### src/rtl/imem_loader_pkg.sv
// imem_loader shared types and constants.
// Word geometry and fill value for the writable instruction store.
package imem_loader_pkg;

  localparam int ADDR_W = 6;
  localparam int DEPTH  = 1 << ADDR_W;

  // ADDI x0,x0,0
  localparam logic [31:0] NOP_WORD = 32'h0000_0013;

  typedef enum logic [2:0] {
    S_IDLE,
    S_CLEAR,
    S_LOAD,
    S_WRITE,
    S_DONE
  } state_e;

endpackage

### src/rtl/imem_loader_if.sv
// Byte-stream and instruction-memory write bundle for imem_loader.
// master drives the byte source side, slave is the loader.
interface imem_loader_if;
  import imem_loader_pkg::*;

  logic              start;
  logic [ADDR_W:0]   len;
  logic [7:0]        byte_in;
  logic              byte_valid;
  logic              byte_ready;
  logic              mem_we;
  logic [ADDR_W-1:0] mem_waddr;
  logic [31:0]       mem_wdata;
  logic              core_hold;
  logic              busy;
  logic              done;

  modport master (
    output start, len, byte_in, byte_valid,
    input  byte_ready, mem_we, mem_waddr,
    input  mem_wdata, core_hold, busy, done
  );

  modport slave (
    input  start, len, byte_in, byte_valid,
    output byte_ready, mem_we, mem_waddr,
    output mem_wdata, core_hold, busy, done
  );

endinterface

### src/rtl/imem_loader_byte_packer.sv
// Little-endian byte-to-word assembler.
// word_full flags the cycle the 4th byte of a word is taken.
module byte_packer (
  input  logic        clk,
  input  logic        rst,
  input  logic        clr,
  input  logic        in_valid,
  input  logic [7:0]  in_byte,
  output logic [31:0] word,
  output logic        word_full
);

  logic [1:0]  cnt_q, cnt_d;
  logic [31:0] word_q, word_d;

  always_comb begin
    cnt_d  = cnt_q;
    word_d = word_q;
    if (clr) begin
      cnt_d  = '0;
      word_d = '0;
    end else if (in_valid) begin
      word_d[8*cnt_q +: 8] = in_byte;
      cnt_d = cnt_q + 2'd1;
    end
  end

  always_ff @(posedge clk) begin
    if (rst) begin
      cnt_q  <= '0;
      word_q <= '0;
    end else begin
      cnt_q  <= cnt_d;
      word_q <= word_d;
    end
  end

  assign word      = word_q;
  assign word_full = in_valid && !clr && (cnt_q == 2'd3);

endmodule

### src/rtl/imem_loader.sv
// Instruction-memory loader: NOP-clears the store, then writes
// a packed byte stream from address 0 while holding the core.
module imem_loader (
  input  logic          clk,
  input  logic          rst,
  imem_loader_if.slave  bus
);
  import imem_loader_pkg::*;

  localparam logic [ADDR_W:0] DEPTH_L =
    (ADDR_W+1)'(DEPTH);
  localparam logic [ADDR_W-1:0] LAST =
    ADDR_W'(DEPTH - 1);
  localparam logic [ADDR_W-1:0] IDX_ONE =
    ADDR_W'(1);

  state_e            state_q, state_d;
  logic [ADDR_W-1:0] idx_q, idx_d;
  logic [ADDR_W:0]   len_q, len_d;
  logic [ADDR_W-1:0] waddr_q, waddr_d;
  logic [31:0]       wdata_q, wdata_d;
  logic [ADDR_W:0]   idx_nxt;

  logic        accept;
  logic        pk_clr;
  logic        pk_full;
  logic [31:0] pk_word;

  assign accept  = (state_q == S_LOAD) && bus.byte_valid;
  assign pk_clr  = (state_q == S_IDLE);
  assign idx_nxt = {1'b0, idx_q} + {1'b0, IDX_ONE};

  byte_packer u_pack (
    .clk       (clk),
    .rst       (rst),
    .clr       (pk_clr),
    .in_valid  (accept),
    .in_byte   (bus.byte_in),
    .word      (pk_word),
    .word_full (pk_full)
  );

  always_comb begin
    state_d        = state_q;
    idx_d          = idx_q;
    len_d          = len_q;
    waddr_d        = waddr_q;
    wdata_d        = wdata_q;
    bus.mem_we     = 1'b0;
    bus.byte_ready = 1'b0;
    bus.done       = 1'b0;
    bus.mem_waddr  = waddr_q;
    bus.mem_wdata  = wdata_q;
    unique case (state_q)
      S_IDLE: begin
        if (bus.start) begin
          state_d = S_CLEAR;
          idx_d   = '0;
          len_d   = (bus.len > DEPTH_L) ? DEPTH_L : bus.len;
        end
      end
      S_CLEAR: begin
        bus.mem_we    = 1'b1;
        bus.mem_waddr = idx_q;
        bus.mem_wdata = NOP_WORD;
        if (idx_q == LAST) begin
          idx_d   = '0;
          state_d = (len_q == '0) ? S_DONE : S_LOAD;
        end else begin
          idx_d = idx_nxt[ADDR_W-1:0];
        end
      end
      S_LOAD: begin
        bus.byte_ready = 1'b1;
        if (pk_full) state_d = S_WRITE;
      end
      S_WRITE: begin
        bus.mem_we    = 1'b1;
        bus.mem_waddr = idx_q;
        bus.mem_wdata = pk_word;
        // Index stays on the last word so it never leaves the store
        if (idx_nxt == len_q) begin
          state_d = S_DONE;
        end else begin
          idx_d   = idx_nxt[ADDR_W-1:0];
          state_d = S_LOAD;
        end
      end
      S_DONE: begin
        bus.done = 1'b1;
        state_d  = S_IDLE;
      end
      default: state_d = S_IDLE;
    endcase
    if (bus.mem_we) begin
      waddr_d = bus.mem_waddr;
      wdata_d = bus.mem_wdata;
    end
  end

  always_ff @(posedge clk) begin
    if (rst) begin
      state_q <= S_IDLE;
      idx_q   <= '0;
      len_q   <= '0;
      waddr_q <= '0;
      wdata_q <= '0;
    end else begin
      state_q <= state_d;
      idx_q   <= idx_d;
      len_q   <= len_d;
      waddr_q <= waddr_d;
      wdata_q <= wdata_d;
    end
  end

  assign bus.core_hold = (state_q != S_IDLE);
  assign bus.busy      = (state_q != S_IDLE);

endmodule

### src/flat_wrapper.sv
// flat-port wrapper written by rule: the top's interface ports become plain ports
module imem_loader_flat import imem_loader_pkg::*;
  (clk, rst, bus_start, bus_len, bus_byte_in, bus_byte_valid, bus_byte_ready, bus_mem_we, bus_mem_waddr, bus_mem_wdata, bus_core_hold, bus_busy, bus_done);
  imem_loader_if bus_i ();
  input  logic clk;
  input  logic rst;
  input wire logic [$bits(bus_i.start)-1:0] bus_start;
  input wire logic [$bits(bus_i.len)-1:0] bus_len;
  input wire logic [$bits(bus_i.byte_in)-1:0] bus_byte_in;
  input wire logic [$bits(bus_i.byte_valid)-1:0] bus_byte_valid;
  output wire logic [$bits(bus_i.byte_ready)-1:0] bus_byte_ready;
  output wire logic [$bits(bus_i.mem_we)-1:0] bus_mem_we;
  output wire logic [$bits(bus_i.mem_waddr)-1:0] bus_mem_waddr;
  output wire logic [$bits(bus_i.mem_wdata)-1:0] bus_mem_wdata;
  output wire logic [$bits(bus_i.core_hold)-1:0] bus_core_hold;
  output wire logic [$bits(bus_i.busy)-1:0] bus_busy;
  output wire logic [$bits(bus_i.done)-1:0] bus_done;
  assign bus_i.start = bus_start;
  assign bus_i.len = bus_len;
  assign bus_i.byte_in = bus_byte_in;
  assign bus_i.byte_valid = bus_byte_valid;
  assign bus_byte_ready = bus_i.byte_ready;
  assign bus_mem_we = bus_i.mem_we;
  assign bus_mem_waddr = bus_i.mem_waddr;
  assign bus_mem_wdata = bus_i.mem_wdata;
  assign bus_core_hold = bus_i.core_hold;
  assign bus_busy = bus_i.busy;
  assign bus_done = bus_i.done;
  imem_loader u_core (.clk(clk), .rst(rst), .bus(bus_i));
endmodule
### config.mk
export PLATFORM = sky130hd
export DESIGN_NAME = imem_loader_flat
export DESIGN_NICKNAME = d
export VERILOG_FILES = /design/src/rtl/imem_loader_pkg.sv /design/src/rtl/imem_loader_if.sv /design/src/rtl/imem_loader_byte_packer.sv /design/src/rtl/imem_loader.sv /design/src/flat_wrapper.sv
export SDC_FILE = /design/constraint.sdc
export NUM_CORES = 1
export LEC_CHECK = 0
export ABC_AREA = 1
export BUFFER_PORTS_ARGS = -buffer_cell sky130_fd_sc_hd__buf_2
export CORE_ASPECT_RATIO = 1.25
export CORE_MARGIN = 4
export CORE_UTILIZATION = 55
export DETAILED_ROUTE_END_ITERATION = 10
export HOLD_SLACK_MARGIN = 0.05
export PLACE_DENSITY = 0.77
export SYNTH_ARGS = -nofsm -noshare
export SYNTH_HDL_FRONTEND = slang
export SYNTH_HIERARCHICAL = 1
export SYNTH_SLANG_ARGS = --single-unit
export TNS_END_PERCENT = 1
### constraint.sdc
create_clock -name clk -period 2.4 [get_ports clk]
set_input_delay 0.12 -clock clk [delete_from_list [all_inputs] [get_ports clk]]
set_output_delay 0.12 -clock clk [all_outputs]
set_load 0.01 [all_outputs]
After elaboration in Yosys (flattened, before gate mapping)
Cells that the tools add are included.

Add/sub/neg operators: 3. Order comparisons: 1. Eq/ne operators: 11. Shift operators: 2. Mux-type cells: 17. Reductions and logical operators: 13.

Operators with widths (count): $pmux 32 s2 (1); $neg 5->34 (1); $shift 8x34->32 const A (1); $shiftx 8x34->32 (1); $bwmux 32 (1); $mux 6 (4); $pmux 6 s3 (1); $mux 3 (5); $pmux 3 s4 (1); $add 6x1->7 const B (1); $eq 7x7->1 (1); $gt 7x7->1 const B (1); $logic_not 7->1 (1); $mux 7 (1); $eq 3x2->1 const B (2); $eq 6x6->1 const B (1); $reduce_and 3->1 (2); $reduce_bool 3->1 (2); $ne 2x1->1 const B (2); $ne 2x2->1 const B (2); $reduce_or 2->1 (2); $eq 3x1->1 const B (1); $eq 3x3->1 const B (1); $logic_and 1x1->1 (3); other kinds (6) (8).

Flip-flop bits (word level): 88. Input port bits: 19. Output and inout bits: 43. Logic and storage cells: 54.

Logic depth before layout (Yosys ltp)
Gate-level depths: netlist of run 1.

Depth after elaboration: 6. Depth in mapped cells: 15. Gate-level depth less buffers: 14.

Modules after synthesis
Netlist of run 1, hierarchy kept.

By module, submodules not included: imem_loader (times used 1, cells an instance 400, area each 2667.6 um^2, sequential area each 1081.0 um^2); byte_packer (times used 1, cells an instance 206, area each 1473.9 um^2, sequential area each 680.7 um^2).

Worst setup path after synthesis of run 1
Ideal clock, no wire load.

Path type: reg2reg. Start point: register u_core.idx_q[0]. End point: register u_core.idx_q[2]. Data arrival time: 1540 ps. Path slack: 745 ps. Stages on the path, launching flop included: 15. Buffers on the path: 1. Clock period less this slack: 1655 ps. Path through: dfxtp_1 ha_1 nand2_2 clkinv_1 nand2_1 nand2_1 nand2_1 nand3_1 nor2_1 nand2_1 nand2_2 nand2_2 buf_6 a21oi_1 nor2_1.

Longest elaborated chain between the ends: 4. Elaborated cells on any way between the ends: 8.

Ends and longest elaborated chain: start: declaration (RTL line imem_loader.sv:18) `logic [ADDR_W-1:0] idx_q, idx_d;`; start signal: assignment (RTL line imem_loader.sv:110) `idx_q <= idx_d;`; $add 6x1->7 (RTL line imem_loader.sv:31) `assign idx_nxt = {1'b0, idx_q} + {1'b0, IDX_ONE};`; $eq 7x7->1 (RTL line imem_loader.sv:82) `if (idx_nxt == len_q) begin`; $ne 2x2->1 (no line); $reduce_and 3->1 (no line).

Parallel ways exist; a longest one is shown, timed or not. The select of a mux whose other input is x is not followed. A chain may end at the register's enable or synchronous reset.

Worst setup path in the final report of run 1
Start point: register u_core.state_q[0]. End point: output port bus_mem_wdata[27].

Longest elaborated chain between the ends: 2. Elaborated cells on any way between the ends: 3.

Ends and longest elaborated chain: start: declaration (RTL line imem_loader.sv:17) `state_e state_q, state_d;`; start signal: assignment (RTL line imem_loader.sv:109) `state_q <= state_d;`; $eq 3x2->1 or $eq 3x1->1 (tied branches) (RTL line imem_loader.sv:54) `unique case (state_q)`; $pmux 32 s2 * (RTL line imem_loader.sv:54); end: declaration (RTL line flat_wrapper.sv:14) `output wire logic [$bits(bus_i.mem_wdata)-1:0] bus_mem_wdata;`.

Every way passes the cells marked *; elsewhere a longest branch is shown, timed or not.

==> results of run 1 <==
## routing by layer
metal  up-vias  global-route usage, %  part of all wire, %
met5         -                      0                    0
met4         0                   12.4                  2.7
met3        24                   2.92                  3.8
met2        88                   38.8                   52
met1      1706                   24.9                   42
li1       1974                      -                    -
## state kept, by name, indices dropped and copies added, names as in the netlist
signal	flops
u_core/u_pack/word	32
u_core/wdata_q	32
u_core/len_q	7
u_core/idx_q	6
u_core/waddr_q	6
u_core/state_q	3
u_core/u_pack/cnt_q	2
## stage by stage
step	total power [mW]	std cells	hold WS [ns]	cell area, sq um
global placement	3.31	742	0.440	4490
finish	4.65	758	0.0868	4750
global route	4.96	758	0.121	4750
floorplan	2.95	606	0.294	4140
detailed placement	3.36	742	0.448	4490
CTS	4.67	758	0.0731	4750
## power by group
part	switching [mW]	internal, mW
Sequential	0.152	1.62
Clock	0.510	0.800
Combinational	1.04	0.532
## worst register-to-register path: stages, from the launching register on
cell and delay [ns]:
dfxtp_1 0.43, ha_1 0.24, nand3_1 0.15, nand2_2 0.12, nand2_1 0.05, nand2_1 0.05, nand3_1 0.06, nor2_1 0.10
nand2_1 0.08, nand2_2 0.08, nand2_2 0.17, a21oi_1 0.22, nor2_1 0.07
## cell families (layout without fill, tap and decap cells)
kind of cell,count (synthesis),in the layout,share of synthesized area [%]
AOI/OAI and AO/OA,107,107,14.7
adders and majority gates,6,6,1.81
DFF,88,88,42.5
and+or+nand+nor,238,238,25.3
buffers and inverters,167,227,15.6
## final cells by class
class | count | share of cell area [%]
clock buffers | 11 | 2.77
clock inverters | 5 | 2.71
inverters | 148 | 11.7
multi-input cells | 351 | 36.5
flip-flops and latches | 88 | 37.1
well taps | 92 | 2.42
repair buffers | 63 | 6.75
## cells in the final DEF, fill, tap and decap left out
cell,n
nor2_4,5
o22ai_1,29
and2_1,3
buf_4,2
nor2_2,3
or2_2,5
nand2_1,106
o21ai_0,15
nor4_1,2
a21oi_1,48
nand4_1,2
clkinv_4,1
nand2_2,6
nand3_2,5
o21bai_1,1
clkinv_1,3
clkbuf_1,2
a21oi_2,1
a211oi_1,8
buf_2,61
o21ai_1,2
dfxtp_1,88
inv_2,4
nand3_1,24
nor2_1,74
bufinv_16,4
clkbuf_8,9
inv_1,141
nor3_1,2
and3_1,1
ha_1,6
o22a_1,3
## worst max-delay path by stage
stage,slack (ns),startpoint,depth (start not counted),end
floorplan,0.74,u_core/idx_q[0]$_SDFFE_PP0P_,14,u_core/idx_q[2]$_SDFFE_PP0P_
global placement,0.61,u_core/idx_q[0]$_SDFFE_PP0P_,12,u_core/idx_q[5]$_SDFFE_PP0P_
detailed placement,0.55,u_core/idx_q[0]$_SDFFE_PP0P_,13,u_core/idx_q[0]$_SDFFE_PP0P_
CTS,0.41,u_core/state_q[0]$_SDFFE_PP0P_,7,bus_mem_wdata[26]
global route,0.24,u_core/state_q[0]$_SDFFE_PP0P_,7,bus_mem_wdata[6]
finish,0.42,u_core/state_q[0]$_SDFFE_PP0P_,7,bus_mem_wdata[27]
==> metrics, run 1 <==
outcome completed; Congestion Overflow GR 0; die area 8990 sq um; GRT Util Overall 22.0%; period utilization about 82%; min setup slack post-route between 0.4 and 0.5 ns; Post-Syn Area 4140 sq um; hold path depth 3; top_reg_cell synth dfxtp_1; post-synthesis sequential area ratio 42.5%; CTS Sinks 88; top cells by area, synth dfxtp_1, inv_1, nand2_1; post_cts resized 0; Worst Hold End u_core/len_q[5]$_SDFFE_PP0P_; CP Cell Sequence inv_1, nor2_2, inv_2, nor2_1, inv_2, o22ai_1, buf_2; worst-margin pin slew between 0.5 and 0.6 ns; Synth Net Count 631; post-synth top area cell dfxtp_1; cts hold-fix bufs 0; Ys Warns 6; Initial Utilization 56.3%; DR iter-0 viols 183; #FFs+latches synth 88; port bufs 61; Max-slew headroom a little over 60%; count leader, synth inv_1; Layout area overhead 14.6%; H-tree depth 3; Vias per Instance about 5; clk_skew 0.0145 ns; first-pass GRT wire length 16.2 mm; Clk pin slew, worst setup/hold paths 0.08 ns; FFs w/ async S/R, synth 0%; Crit-path slowest cell dfxtp_1; FF/Latch Area 1760 sq um; Fmax achieved 0.505 GHz; Final min period 1.98 ns; root buffer cell clkbuf_8; Hold Path Class input port to flip-flop; io pins 62; post-placement worst setup slack 0.548 ns; pins over their slew limit 0; final setup TNS 0 ns; Remaining DRCs 0; worst path arrival time 1.86 ns; Worst path max stage delay roughly 0.36 ns; n_diodes 0; critical path class flip-flop to primary output; Hold Violations, Final 0; vias 3,792; area taken by multi-input logic gates 1730 sq um; startpoint types flip-flop; Worst path top cell family by delay buffers and inverters; Core Util, Final 64.5%; P_leak ~2.0 nW; total setup buffers inserted after CTS 0; # setup viols final 0; vias in the first global route 3,712; pwr dens 980 nW/um^2; RSZ-0062 raised after global routing no; Syn Inst Count a little over 600; most used cell, CP inv_2; CP max FO 34; reg2reg start u_core/idx_q[1]$_SDFFE_PP0P_; Avg Inst Size Synth 6.83 sq um; DR pass1 iterations 4; Commonest cells post-synth inv_1, nand2_1, dfxtp_1, nor2_1, a21oi_1; Die X roughly 86 microns; Synth top area share 42.5%; CP required approximately 2.3 ns; Post-synth EDFFs 0; max cap viols 0; CP Capture Type primary output; number of placement rows 35; CTS tree done; WP buf/inv 4; # fillers 682; Worst VDD drop about 0.00057 V; clk buf depth 2; worst skew pair latency 0.35 ns; Final ANT Viol Nets 0; R2R setup slack about 0.49 ns; total CTS buffers 9; final net count 686; proportion of layout cells with a drive suffix above 1 15.9%; Worst R2R Path Depth 12; die height ~110 microns; largest net degree at the start of global routing 40; R2R Path End u_core/idx_q[0]$_SDFFE_PP0P_; Synth cell types 31; detailed-placement wirelength estimate 7.03 mm; min-delay src bus_len[5]; drt wl/cell 12.6 microns; core region area 7360 sq um; Final GP Congestion between 0.9 and 1; initial antenna violation count 0; final wirelength 9.57 mm
No activity file was read; power rests on OpenSTA's default activity.
==> run 2: changes to the inputs <==
- CORE_UTILIZATION: 55 -> 51
- PLACE_DENSITY: 0.77 -> 0.75
- clock period: 2.4 -> 1.81 ns (I/O delays scaled with it)
==> run 2 against run 1 <==
Global-route usage decreased by 1.2 points. Clock power up 15%. Wire length up 2.1%. Die area increased by 7.2%. Largest power group is now combinational logic.
==> metrics, run 2 (synthesis results as in run 1) <==
CP required 2.06 ns; Hold Path Class input port to flip-flop; # setup viols final 0; pwr dens 1250 nW/um^2; final wirelength 9.78 mm; period utilization 99.1%; Layout Cells excl Fill 775; wire length on met3 563 microns; min setup slack post-route between 0.015 and 0.02 ns; P_leak 2.09 nW; worst path arrival time around 2.1 ns; first-pass GRT wire length 15.9 mm; pins over their slew limit 0; top sig layer met4; Die X 88.6 microns; DR pass1 iterations 5; R2R setup slack 0.02 ns; R2R Path End u_core/idx_q[0]$_SDFFE_PP0P_; Worst path top cell family by delay simple AND/OR/NAND/NOR gates; core region area 7840 sq um; DR iter-0 viols 167; Max-slew headroom 69.1%; max cap viols 0; commonest non-fill, non-tap cells in the layout inv_1, nand2_1, dfxtp_1; post-placement worst setup slack -0.0130 ns; Layout area overhead 20.7%; Final GP Congestion 0.968; CP Cell Sequence buf_4, nand3_1, o21ai_1, nand3_1, nand2_1, nor2_1, nand2_1, nand2_4, nand2_8, nand3_1, nand2_1, nor2_1; clk buf depth 2; Vias per Instance about 5.1; met1 wire length 4.00 mm; Clk pin slew, worst setup/hold paths 0.08 ns; Congestion Overflow GR 0; min-delay src bus_len[1]; critical path class flip-flop to flip-flop; hold path depth 3; commonest non-fill, non-tap cell in the layout inv_1; final net count 700; Final min period 1.79 ns; Remaining DRCs 0; drt wl/cell 12.6 microns; vias 3,915; Fmax achieved 0.557 GHz; number of placement rows 36; Cells after DPL 751; CTS tree done; Worst path max stage delay approximately 0.36 ns; largest net degree at the start of global routing 40; proportion of layout cells with a drive suffix above 1 21.2%; Final ANT Viol Nets 0; WL met2 approximately 5 mm; CTS Sinks 88; total CTS buffers 9; port bufs slightly above 60; Worst Hold End u_core/len_q[1]$_SDFFE_PP0P_; Hold Violations, Final 0; RSZ-0062 raised after global routing yes; startpoint types flip-flop; Initial Utilization about 53%; WP buf/inv 1; n_diodes 0; die area ~9600 sq um; Worst VDD drop 0.000922 V; detailed-placement wirelength estimate roughly 6.9 mm; Crit-path slowest cell dfxtp_2; GRT Util Overall between 20% and 30%; clk_skew 0.00683 ns; Worst R2R Path Depth 12; root buffer cell clkbuf_8; initial antenna violation count 0; CP Capture Type flip-flop; vias in the first global route 3,636; H-tree depth 3; worst skew pair latency 0.35 ns; reg2reg start u_core/idx_q[0]$_SDFFE_PP0P_; io pins 62; die height between 100 and 150 microns; hold slack ~0.095 ns; outcome completed; worst-margin pin slew 0.459 ns; CP max FO 6
[run 2: worst reg2reg max path, delay by kind of cell (launching register included)]
kind,cells,cell delay [ns]
AOI/OAI and AO/OA,1,0.27
and+or+nand+nor,10,0.91
buffers and inverters,1,0.15
DFF,1,0.36
[run 2: per-layer routing]
metal	vias up	global-route usage [%]
met4	0	8.75
met3	22	4.38
met2	129	36.4
li1	1992	-
met1	1772	24.3
met5	-	0
[run 2: how the worst max path moves through the flow]
stage | to | depth (start not counted) | slack (ns) | startpoint
after detailed placement | u_core/idx_q[1]$_SDFFE_PP0P_ | 12 | -0.01 | u_core/idx_q[0]$_SDFFE_PP0P_
after global placement | u_core/idx_q[1]$_SDFFE_PP0P_ | 12 | 0.06 | u_core/idx_q[0]$_SDFFE_PP0P_
final | u_core/idx_q[0]$_SDFFE_PP0P_ | 12 | 0.02 | u_core/idx_q[0]$_SDFFE_PP0P_
after floorplan | u_core/idx_q[2]$_SDFFE_PP0P_ | 14 | 0.15 | u_core/idx_q[0]$_SDFFE_PP0P_
after global routing | bus_mem_wdata[0] | 7 | -0.09 | u_core/state_q[0]$_SDFFE_PP0P_
after CTS | bus_mem_wdata[27] | 7 | 0.002 | u_core/state_q[0]$_SDFFE_PP0P_
[run 2: power by group]
group / leakage [nW] / total [mW] / switching (mW) / internal (mW)
clock network: 0.107 / 1.50 / 0.679 / 0.822
logic: 1.26 / 2.41 / 1.56 / 0.844
registers: 0.715 / 2.34 / 0.187 / 2.16
total: 2.09 / 6.25 / 2.43 / 3.82
[run 2: per-stage QoR]
| stage | utilization [%] | instance area, sq um | setup TNS, ns | total power [mW] |
|---|---|---|---|---|
| after global placement | 57.9 | 4540 | 0 | 4.44 |
| after CTS | 61.6 | 4820 | 0 | 6.06 |
| final | 63.8 | 5000 | 0 | 6.25 |
| after global routing | 63.8 | 5000 | -2.19 | 6.68 |
| after floorplan | - | 4140 | 0 | 3.92 |
| after detailed placement | 57.9 | 4540 | -0.0212 | 4.51 |
[run 2: timing repair]
| action | in CTS | in global routing |
|---|---|---|
| hold buffers | 4 | 0 |
| pin swaps | 0 | 4 |
| endpoints found under the setup margin | 43 | 50 |
| buffers inserted | 0 | 3 |
| gates resized for setup | 7 | 32 |
| cloned | 0 | 1 |
| hold endpoints to repair | 5 | 0 |
[run 2: layout make-up]
cell class / count / area [sq um]
Clock buffer: 12 / 145
Clock inverter: 4 / 76.3
Fill cell: 736 / 2840
Inverter: 148 / 563
Multi-Input combinational cell: 352 / 1890
Sequential cell: 88 / 1770
Tap cell: 95 / 119
Timing Repair Buffer: 76 / 435
